==> config.mk <==
export PLATFORM = sky130hd
export DESIGN_NAME = decode_stage_pipe
export DESIGN_NICKNAME = d
export VERILOG_FILES = /design/src/rtl/decode_stage_pipe.sv
export SDC_FILE = /design/constraint.sdc
export NUM_CORES = 2
export LEC_CHECK = 0
export ABC_AREA = 1
export BUFFER_PORTS_ARGS = -buffer_cell sky130_fd_sc_hd__buf_2
export CAP_MARGIN = 15
export CORE_MARGIN = 2
export CORE_UTILIZATION = 51
export CTS_CLUSTER_SIZE = 40
export DETAILED_ROUTE_END_ITERATION = 6
export PLACE_DENSITY = 0.66
export SYNTH_ARGS = -nofsm -noshare
export SYNTH_HDL_FRONTEND = slang
export SYNTH_SLANG_ARGS = --single-unit
==> constraint.sdc <==
create_clock -name clk -period 77.7 [get_ports clk]
set_clock_uncertainty 0.05 [all_clocks]
set_input_delay 15.54 -clock clk [delete_from_list [all_inputs] [get_ports clk]]
set_output_delay 15.54 -clock clk [all_outputs]
set_load 0.01 [all_outputs]
==> src/rtl/decode_stage_pipe.sv <==
// Decode stage for the RV32I/RV32E pipeline: register file, full decode, ID/EX register, load-use stall.
// Optional macro RF_WRITE_BYPASS_EN: same-cycle writeback data is forwarded to the read ports.
module decode_stage_pipe #(
    parameter int XLEN         = 32,
    parameter int NREGS        = 32,
    parameter bit RST_CLEAR_RF = 1'b1
) (
    input  logic            clk,
    input  logic            rst,
    input  logic            in_valid,
    output logic            in_ready,
    input  logic [31:0]     in_instr,
    input  logic [XLEN-1:0] in_pc,
    input  logic            flush,
    input  logic            wb_we,
    input  logic [4:0]      wb_rd,
    input  logic [XLEN-1:0] wb_data,
    output logic            out_valid,
    input  logic            out_ready,
    output logic [XLEN-1:0] out_pc,
    output logic [XLEN-1:0] out_rs1_data,
    output logic [XLEN-1:0] out_rs2_data,
    output logic [XLEN-1:0] out_imm,
    output logic [4:0]      out_rs1,
    output logic [4:0]      out_rs2,
    output logic [4:0]      out_rd,
    output logic [2:0]      out_funct3,
    output logic            out_funct7b5,
    output logic [8:0]      out_ctrl,
    output logic            out_illegal
);

    localparam int AW = $clog2(NREGS);

    localparam logic [6:0] OPC_LUI    = 7'b0110111;
    localparam logic [6:0] OPC_AUIPC  = 7'b0010111;
    localparam logic [6:0] OPC_JAL    = 7'b1101111;
    localparam logic [6:0] OPC_JALR   = 7'b1100111;
    localparam logic [6:0] OPC_BRANCH = 7'b1100011;
    localparam logic [6:0] OPC_LOAD   = 7'b0000011;
    localparam logic [6:0] OPC_STORE  = 7'b0100011;
    localparam logic [6:0] OPC_OPIMM  = 7'b0010011;
    localparam logic [6:0] OPC_OP     = 7'b0110011;

    localparam int C_RW  = 8;
    localparam int C_MR  = 7;
    localparam int C_MW  = 6;
    localparam int C_AS  = 5;
    localparam int C_BR  = 4;
    localparam int C_MTR = 3;
    localparam int C_J   = 2;
    localparam int C_AU  = 1;
    localparam int C_LUI = 0;

    logic [XLEN-1:0] r_rf [NREGS];

    logic [6:0]         w_opcode;
    logic [4:0]         w_rs1, w_rs2, w_rd;
    logic               w_known, w_use1, w_use2, w_bad_reg, w_illegal;
    logic [8:0]         w_ctrl_raw, w_ctrl;
    logic signed [31:0] w_imm32;
    logic [XLEN-1:0]    w_imm;
    logic [XLEN-1:0]    w_rs1_data, w_rs2_data;
    logic               w_wr_en, w_hz, w_adv;

    logic            r_valid;
    logic [XLEN-1:0] r_pc, r_rs1_data, r_rs2_data, r_imm;
    logic [4:0]      r_rs1, r_rs2, r_rd;
    logic [2:0]      r_funct3;
    logic            r_funct7b5;
    logic [8:0]      r_ctrl;
    logic            r_illegal;

    assign w_opcode = in_instr[6:0];
    assign w_rd     = in_instr[11:7];
    assign w_rs1    = in_instr[19:15];
    assign w_rs2    = in_instr[24:20];

    always_comb begin
        w_known    = 1'b1;
        w_use1     = 1'b1;
        w_use2     = 1'b0;
        w_ctrl_raw = '0;
        w_imm32    = '0;
        case (w_opcode)
            OPC_LUI: begin
                w_use1 = 1'b0;
                w_ctrl_raw[C_RW]  = 1'b1;
                w_ctrl_raw[C_AS]  = 1'b1;
                w_ctrl_raw[C_LUI] = 1'b1;
                w_imm32 = {in_instr[31:12], 12'b0};
            end
            OPC_AUIPC: begin
                w_use1 = 1'b0;
                w_ctrl_raw[C_RW] = 1'b1;
                w_ctrl_raw[C_AS] = 1'b1;
                w_ctrl_raw[C_AU] = 1'b1;
                w_imm32 = {in_instr[31:12], 12'b0};
            end
            OPC_JAL: begin
                w_use1 = 1'b0;
                w_ctrl_raw[C_RW] = 1'b1;
                w_ctrl_raw[C_J]  = 1'b1;
                w_imm32 = 32'($signed({in_instr[31], in_instr[19:12], in_instr[20], in_instr[30:21], 1'b0}));
            end
            OPC_JALR: begin
                w_ctrl_raw[C_RW] = 1'b1;
                w_ctrl_raw[C_AS] = 1'b1;
                w_ctrl_raw[C_J]  = 1'b1;
                w_imm32 = 32'($signed(in_instr[31:20]));
            end
            OPC_BRANCH: begin
                w_use2 = 1'b1;
                w_ctrl_raw[C_BR] = 1'b1;
                w_imm32 = 32'($signed({in_instr[31], in_instr[7], in_instr[30:25], in_instr[11:8], 1'b0}));
            end
            OPC_LOAD: begin
                w_ctrl_raw[C_RW]  = 1'b1;
                w_ctrl_raw[C_MR]  = 1'b1;
                w_ctrl_raw[C_AS]  = 1'b1;
                w_ctrl_raw[C_MTR] = 1'b1;
                w_imm32 = 32'($signed(in_instr[31:20]));
            end
            OPC_STORE: begin
                w_use2 = 1'b1;
                w_ctrl_raw[C_MW] = 1'b1;
                w_ctrl_raw[C_AS] = 1'b1;
                w_imm32 = 32'($signed({in_instr[31:25], in_instr[11:7]}));
            end
            OPC_OPIMM: begin
                w_ctrl_raw[C_RW] = 1'b1;
                w_ctrl_raw[C_AS] = 1'b1;
                w_imm32 = 32'($signed(in_instr[31:20]));
            end
            OPC_OP: begin
                w_use2 = 1'b1;
                w_ctrl_raw[C_RW] = 1'b1;
            end
            default: w_known = 1'b0;
        endcase
    end

    // RV32E: an index above x15 in any field the opcode actually uses is illegal
    assign w_bad_reg = (NREGS < 32) &&
                       ((w_use1 && w_rs1[4]) || (w_use2 && w_rs2[4]) || (w_ctrl_raw[C_RW] && w_rd[4]));
    assign w_illegal = ~w_known | w_bad_reg;
    assign w_ctrl    = w_illegal ? '0 : {w_ctrl_raw[C_RW] & (w_rd != '0), w_ctrl_raw[7:0]};
    assign w_imm     = w_illegal ? '0 : XLEN'(w_imm32);

    assign w_wr_en = wb_we && (wb_rd != '0) && (32'(wb_rd) < NREGS);

    always_comb begin
        w_rs1_data = '0;
        if ((w_rs1 != '0) && (32'(w_rs1) < NREGS)) begin
            w_rs1_data = r_rf[w_rs1[AW-1:0]];
`ifdef RF_WRITE_BYPASS_EN
            if (w_wr_en && (wb_rd == w_rs1)) w_rs1_data = wb_data;
`endif
        end
    end

    always_comb begin
        w_rs2_data = '0;
        if ((w_rs2 != '0) && (32'(w_rs2) < NREGS)) begin
            w_rs2_data = r_rf[w_rs2[AW-1:0]];
`ifdef RF_WRITE_BYPASS_EN
            if (w_wr_en && (wb_rd == w_rs2)) w_rs2_data = wb_data;
`endif
        end
    end

    generate
        if (RST_CLEAR_RF) begin : g_rf_clear
            always_ff @(posedge clk or posedge rst) begin
                if (rst) begin
                    for (int unsigned i = 0; i < NREGS; i++) r_rf[i] <= '0;
                end else if (w_wr_en) begin
                    r_rf[wb_rd[AW-1:0]] <= wb_data;
                end
            end
        end else begin : g_rf_keep
            always_ff @(posedge clk) begin
                if (w_wr_en) r_rf[wb_rd[AW-1:0]] <= wb_data;
            end
        end
    endgenerate

    assign w_hz = in_valid & r_valid & r_ctrl[C_MR] & (r_rd != '0) &
                  ((w_use1 & (w_rs1 == r_rd)) | (w_use2 & (w_rs2 == r_rd)));
    assign w_adv    = ~r_valid | out_ready;
    assign in_ready = flush | (w_adv & ~w_hz);

    always_ff @(posedge clk or posedge rst) begin
        if (rst) begin
            r_valid    <= 1'b0;
            r_pc       <= '0;
            r_rs1_data <= '0;
            r_rs2_data <= '0;
            r_imm      <= '0;
            r_rs1      <= '0;
            r_rs2      <= '0;
            r_rd       <= '0;
            r_funct3   <= '0;
            r_funct7b5 <= 1'b0;
            r_ctrl     <= '0;
            r_illegal  <= 1'b0;
        end else if (flush) begin
            r_valid <= 1'b0;
        end else if (w_adv) begin
            if (w_hz || !in_valid) begin
                r_valid <= 1'b0;
            end else begin
                r_valid    <= 1'b1;
                r_pc       <= in_pc;
                r_rs1_data <= w_rs1_data;
                r_rs2_data <= w_rs2_data;
                r_imm      <= w_imm;
                r_rs1      <= w_rs1;
                r_rs2      <= w_rs2;
                r_rd       <= w_rd;
                r_funct3   <= in_instr[14:12];
                r_funct7b5 <= in_instr[30];
                r_ctrl     <= w_ctrl;
                r_illegal  <= w_illegal;
            end
        end
    end

    assign out_valid    = r_valid;
    assign out_pc       = r_pc;
    assign out_rs1_data = r_rs1_data;
    assign out_rs2_data = r_rs2_data;
    assign out_imm      = r_imm;
    assign out_rs1      = r_rs1;
    assign out_rs2      = r_rs2;
    assign out_rd       = r_rd;
    assign out_funct3   = r_funct3;
    assign out_funct7b5 = r_funct7b5;
    assign out_ctrl     = r_ctrl;
    assign out_illegal  = r_illegal;

endmodule

# [Word level (Yosys, flattened, before mapping)]
# Cells that the tools add are included.
[word_totals] register_bits=1182 wordCells=125 out_inout_bits=159 input_bits=107
[classes] bitwise_logic=19 n_eq_ne=11 mux=28 magnitude_cmp=4 n_reduce_logical=19
[op_table] operator="$bwmux W1024" n=1
[op_table] operator="$bmux W32 S5" n=2
[op_table] operator="$mux W32" n=8
[op_table] operator="$demux W32 S5" n=1
[op_table] operator="$pmux W32 S5" n=1
[op_table] operator="$reduce_bool A5 Y1" n=5
[op_table] operator="$eq A7 B6 Y1 const B" n=3
[op_table] operator="$eq A7 B7 Y1 const B" n=3
[op_table] operator="$ge A6 B6 Y1 const B" n=3
[op_table] operator="$not A5 Y6" n=3
[op_table] operator="$eq A7 B5 Y1 const B" n=2
[op_table] operator="$mux W1" n=14
[op_table] operator="$eq A5 B5 Y1" n=2
[op_table] operator="$mux W9" n=1
[op_table] operator="$reduce_or A3 Y1" n=3
[op_table] operator="$reduce_or A9 Y1" n=1
[op_table] operator="$and A1 B1 Y1" n=8
[op_table] operator="$eq A7 B2 Y1 const B" n=1
[op_table] operator="$reduce_or A7 Y1" n=1
[op_table] operator="$lt A6 B1 Y1 const B" n=1
[op_table] operator="$reduce_or A6 Y1" n=1
[op_table] operator="$not A1 Y1" n=5
[op_table] operator="$reduce_or A2 Y1" n=2
[op_table] operator="$or A1 B1 Y1" n=3
[op_table] operator="5 further kinds" n=6

# [Logic depth before layout (Yosys ltp)]
[depth] word_depth=10 depth_mapped=15 mapped_depth_nobuf=12

# [Worst setup path after synthesis]
# No wires, ideal clock.
[synth_path] kind="input to output" start="input port in_instr[22]" end="output port in_ready" cell_stages=10 n_path_buf=1 path_slack_ns=45.661 t_arrival_ns=16.449 required_time_ns=62.110 path_cell_list="clkbuf_1 -> clkinv_1 -> nand2_1 -> nand4_1 -> nor2_1 -> nand2_1 -> nand2_1 -> nand2_2 -> nand2_1 -> nand2_1"
[synth_between] elab_chain_len=7
[synth_lines] item="start: declaration" line="12" source="input logic [31:0] in_instr,"
[synth_lines] item="$eq A5 B5 Y1" line="189" source="((w_use1 & (w_rs1 == r_rd)) | (w_use2 & (w_rs2 == r_rd)));"
[synth_lines] item="$and A1 B1 Y1" line="189"
[synth_lines] item="$or A1 B1 Y1" line="189"
[synth_lines] item="$and A1 B1 Y1" line="188" source="assign w_hz = in_valid & r_valid & r_ctrl[C_MR] & (r_rd != '0) &"
[synth_lines] item="$not A1 Y1" line="191" source="assign in_ready = flush | (w_adv & ~w_hz);"
[synth_lines] item="$and A1 B1 Y1" line="191"
[synth_lines] item="$or A1 B1 Y1" line="191"
[synth_lines] item="end: declaration" line="11" source="output logic in_ready,"
# No other way between the ends.

# [Final worst setup path]
[layout_path] start="input port in_instr[19]" end="output port in_ready"
# The elaborated chain is that of the path after synthesis.

==> results.json <==
{
  "antenna_found_initial": 26,
  "crit_required_ns": 62.11,
  "cts_setup_buffers": 0,
  "worstPathCellList": "buf_2 > inv_2 > buf_4 > o21ai_0 > nor2_1 > nand3_1 > nand2_1 > nand2_2 > nand2_1 > nand2_1 > buf_2",
  "powerDensity_nw_per_um2": 25.8,
  "synth_fp_nets": 9516,
  "cp_data_arrival_time_ns": 17.74,
  "synth_compound_area_frac": 0.117,
  "initial_core_util": 0.512,
  "synth_seq_area_share": 0.454,
  "syn_to_final_growth_pct": 9.07,
  "crit_fanout": 18,
  "worstSkewPairLatency_ns": 0.78,
  "synth_top_family_by_area": "simple AND/OR/NAND/NOR gates",
  "worstMarginPinSlew_ns": 1.30,
  "grt_pass1_wl_microns": 380000,
  "max_freq_mhz": 30.0,
  "synthMuxAreaShare": 0,
  "yosys.area_share.simple": 0.321,
  "clock_path_buffers": 3,
  "endpoint_kind": "output pin",
  "max_slew_margin": 0.135,
  "wl_microns": 254000,
  "r2r_slack_ns": 74.41,
  "synth_area_sq_um": 65100,
  "core-area_sq_um": 127000,
  "hpwl_microns": 134000,
  "grt_max_degree": 190,
  "synth_area_per_cell_sq_um": 6.92,
  "finish.net_count": 9248,
  "setup_violations": 0,
  "mostFrequentLayoutCell": "nand2_1",
  "grt_pass1_vias": 60584,
  "syn_inst": 9409,
  "sw_frac_of_total": 0.323,
  "rsz0062_at_grt": "no",
  "fin_crit_ns": 33.33,
  "p_sw_mw": 0.593,
  "vias_per_cell": 5.97,
  "ys_types": 28,
  "boundaryPins": 266,
  "fp.dieArea_sq_um": 130000,
  "critPathSlowestCell": "buf_4",
  "ir_drop_uv": 20.0,
  "timing.rr.start": "out_rd[0]",
  "period_share": 0.429,
  "grt_overflow_total": 0,
  "finalHoldViolCount": 0,
  "synth_fa_ha_area_frac": 0,
  "post_cts_resize_count": 0,
  "clock_sinks": 1181,
  "internal_power_mw": 1.24,
  "antenna_left": 0,
  "drive_above_1_share": 0.0666,
  "maxCapViolCount": 0,
  "hold-path-cell-count": 0,
  "violations": "DRC",
  "setup_slack_ns": 44.37,
  "reg2reg_depth": 11,
  "r2r_end": "out_rs2_data[3]",
  "synth_warnings": 0,
  "worst_setup_path_start_kind": "input port",
  "clkTransAtPathRegs_ns": 0.05,
  "yosys.area_share.xor_xnor": 0,
  "cts_tree": "yes",
  "die_h_microns": 361,
  "min_to": "r_rf[1023]",
  "cpPeakStageDelay_ns": 0.56,
  "tns_ns": 0,
  "hold_path_class": "flip-flop to flip-flop",
  "p_seq_frac": 0.435,
  "cts_root_buf": "clkbuf_16",
  "status": "complete, but fails checks",
  "clockPowerShare": 0.350,
  "comb_power_share": 0.215,
  "cp_top_family": "buffers and inverters",
  "final_cell_mix": "nand2_1 (3265), nand3_1 (1552), dfrtp_1 (1181), o21ai_0 (1046), inv_1 (1019)",
  "postCtsHoldBufs": 0,
  "worstHoldStart": "r_rf[1023]",
  "ys_ff_latch": 1181,
  "p_leak_nw": 35.5,
  "die_w_microns": 361,
  "io_buffers": 265,
  "rows": 131,
  "grt_usage": 0.384,
  "drc_errors": 3,
  "path_common_cell": "nand2_1",
  "drtIter0Drc": 9899,
  "cts_buffers": 137,
  "place_worst_setup_slack_ns": 44.45,
  "firstDrtPassIters": 7,
  "wl_per_cell_microns": 23.2,
  "num_vias": 65172,
  "fin_area_sq_um": 71000,
  "worstSetupPathType": "input port to output pin",
  "h-tree-depth": 4,
  "place_area_sq_um": 66600,
  "gp_congestion": 0.887,
  "drv_slew": 0,
  "crit_buf_inv": 4
}
==> per-layer routing <==
metal | vias to the layer above | share of wire | GRT usage
met5 | - | 0.00013 | 0
met4 | 4 | 0.054 | 0.203
met3 | 756 | 0.13 | 0.0957
met2 | 4353 | 0.41 | 0.557
met1 | 30675 | 0.40 | 0.529
li1 | 29384 | - | -
==> cell usage after synthesis <==
library cell	number	area, sq um
a21boi_0	1	7.51
a21oi_1	69	345
a21oi_2	1	8.76
a22oi_1	1	7.51
buf_1	94	353
buf_2	131	656
buf_4	14	105
buf_6	1	11.3
clkbuf_1	530	1990
clkinv_1	1	3.75
dfrtp_1	1181	29600
inv_1	1023	3840
inv_2	11	41.3
nand2_1	3279	12300
nand2_2	1	6.26
nand2_4	1	11.3
nand3_1	1556	7790
nand4_1	8	50.1
nor2_1	150	563
nor2_2	7	43.8
nor3_1	9	45.0
nor3_2	2	20.0
nor4_1	1	6.26
nor4_4	3	63.8
o211ai_1	227	1700
o21ai_0	1046	5240
o21ai_1	60	300
or2_0	1	6.26
==> worst reg2reg max path, cell delays in order (launching register included) <==
cell and delay (ns):
dfrtp_1 0.51, inv_1 0.16, nand2_1 0.09, o21ai_0 0.09
nor2_1 0.13, nand3_1 0.07, nand2_1 0.17, nand2_2 0.17
nand2_8 0.60, buf_4 0.79, nand2_1 0.21, o21ai_1 0.12
==> flip-flops by register name, indices dropped and copies added, names as in the netlist, 3 cells and up <==
signal,flops
out_pc,32
out_imm,32
out_ctrl,8
out_rs1,5
out_rd,5
r_rf,1024
out_rs2,5
out_rs1_data,32
out_funct3,3
out_rs2_data,32
==> through the flow <==
step / hold slack [ns] / std cells / total power, mW / util
3_5_place_dp: 0.316 / 10663 / 1.19 / 0.524
2_1_floorplan: 0.379 / 9409 / 1.07 / -
3_3_place_gp: 0.315 / 10663 / 1.17 / 0.524
5_1_grt: 0.333 / 10911 / 1.93 / 0.559
4_1_cts: 0.328 / 10895 / 1.83 / 0.558
6_report: 0.325 / 10918 / 1.83 / 0.559
==> cells by family after synthesis <==
logic type,after synthesis
AND/OR/NAND/NOR,5018
buffers and inverters,1805
AO/OA/AOI/OAI,1405
flip-flops,1181
==> final cells by class <==
type                    count  area, sq um
fillers                 12167        56100
flip-flops and latches   1181        29600
multi-input cells        6423        28800
clock buffers             208         4070
inverters                1035         3940
repair buffers            363         2210
well taps                1662         2080
clock inverters            24          283
diodes                     22         55.1
==> power groups by stage <==
stage               registers, mW  clock network (mW)  logic (mW)
floorplan                   0.797                   0       0.277
global placement            0.800                   0       0.374
detailed placement          0.803                   0       0.385
CTS                         0.793               0.647       0.388
global route                0.808               0.672       0.448
finish                      0.796               0.642       0.394
==> worst max-delay path by stage <==
stage                       startpoint     endpoint  slack, ns  depth (start not counted)
after floorplan                    rst  out_ctrl[0]      28.84                          1
after global placement    in_instr[19]     in_ready      44.46                         14
after detailed placement  in_instr[19]     in_ready      44.45                         11
after CTS                 in_instr[19]     in_ready      44.45                         11
after global routing      in_instr[19]     in_ready      44.29                         11
final                     in_instr[19]     in_ready      44.37                         11
No activity file was read; power rests on OpenSTA's default activity.
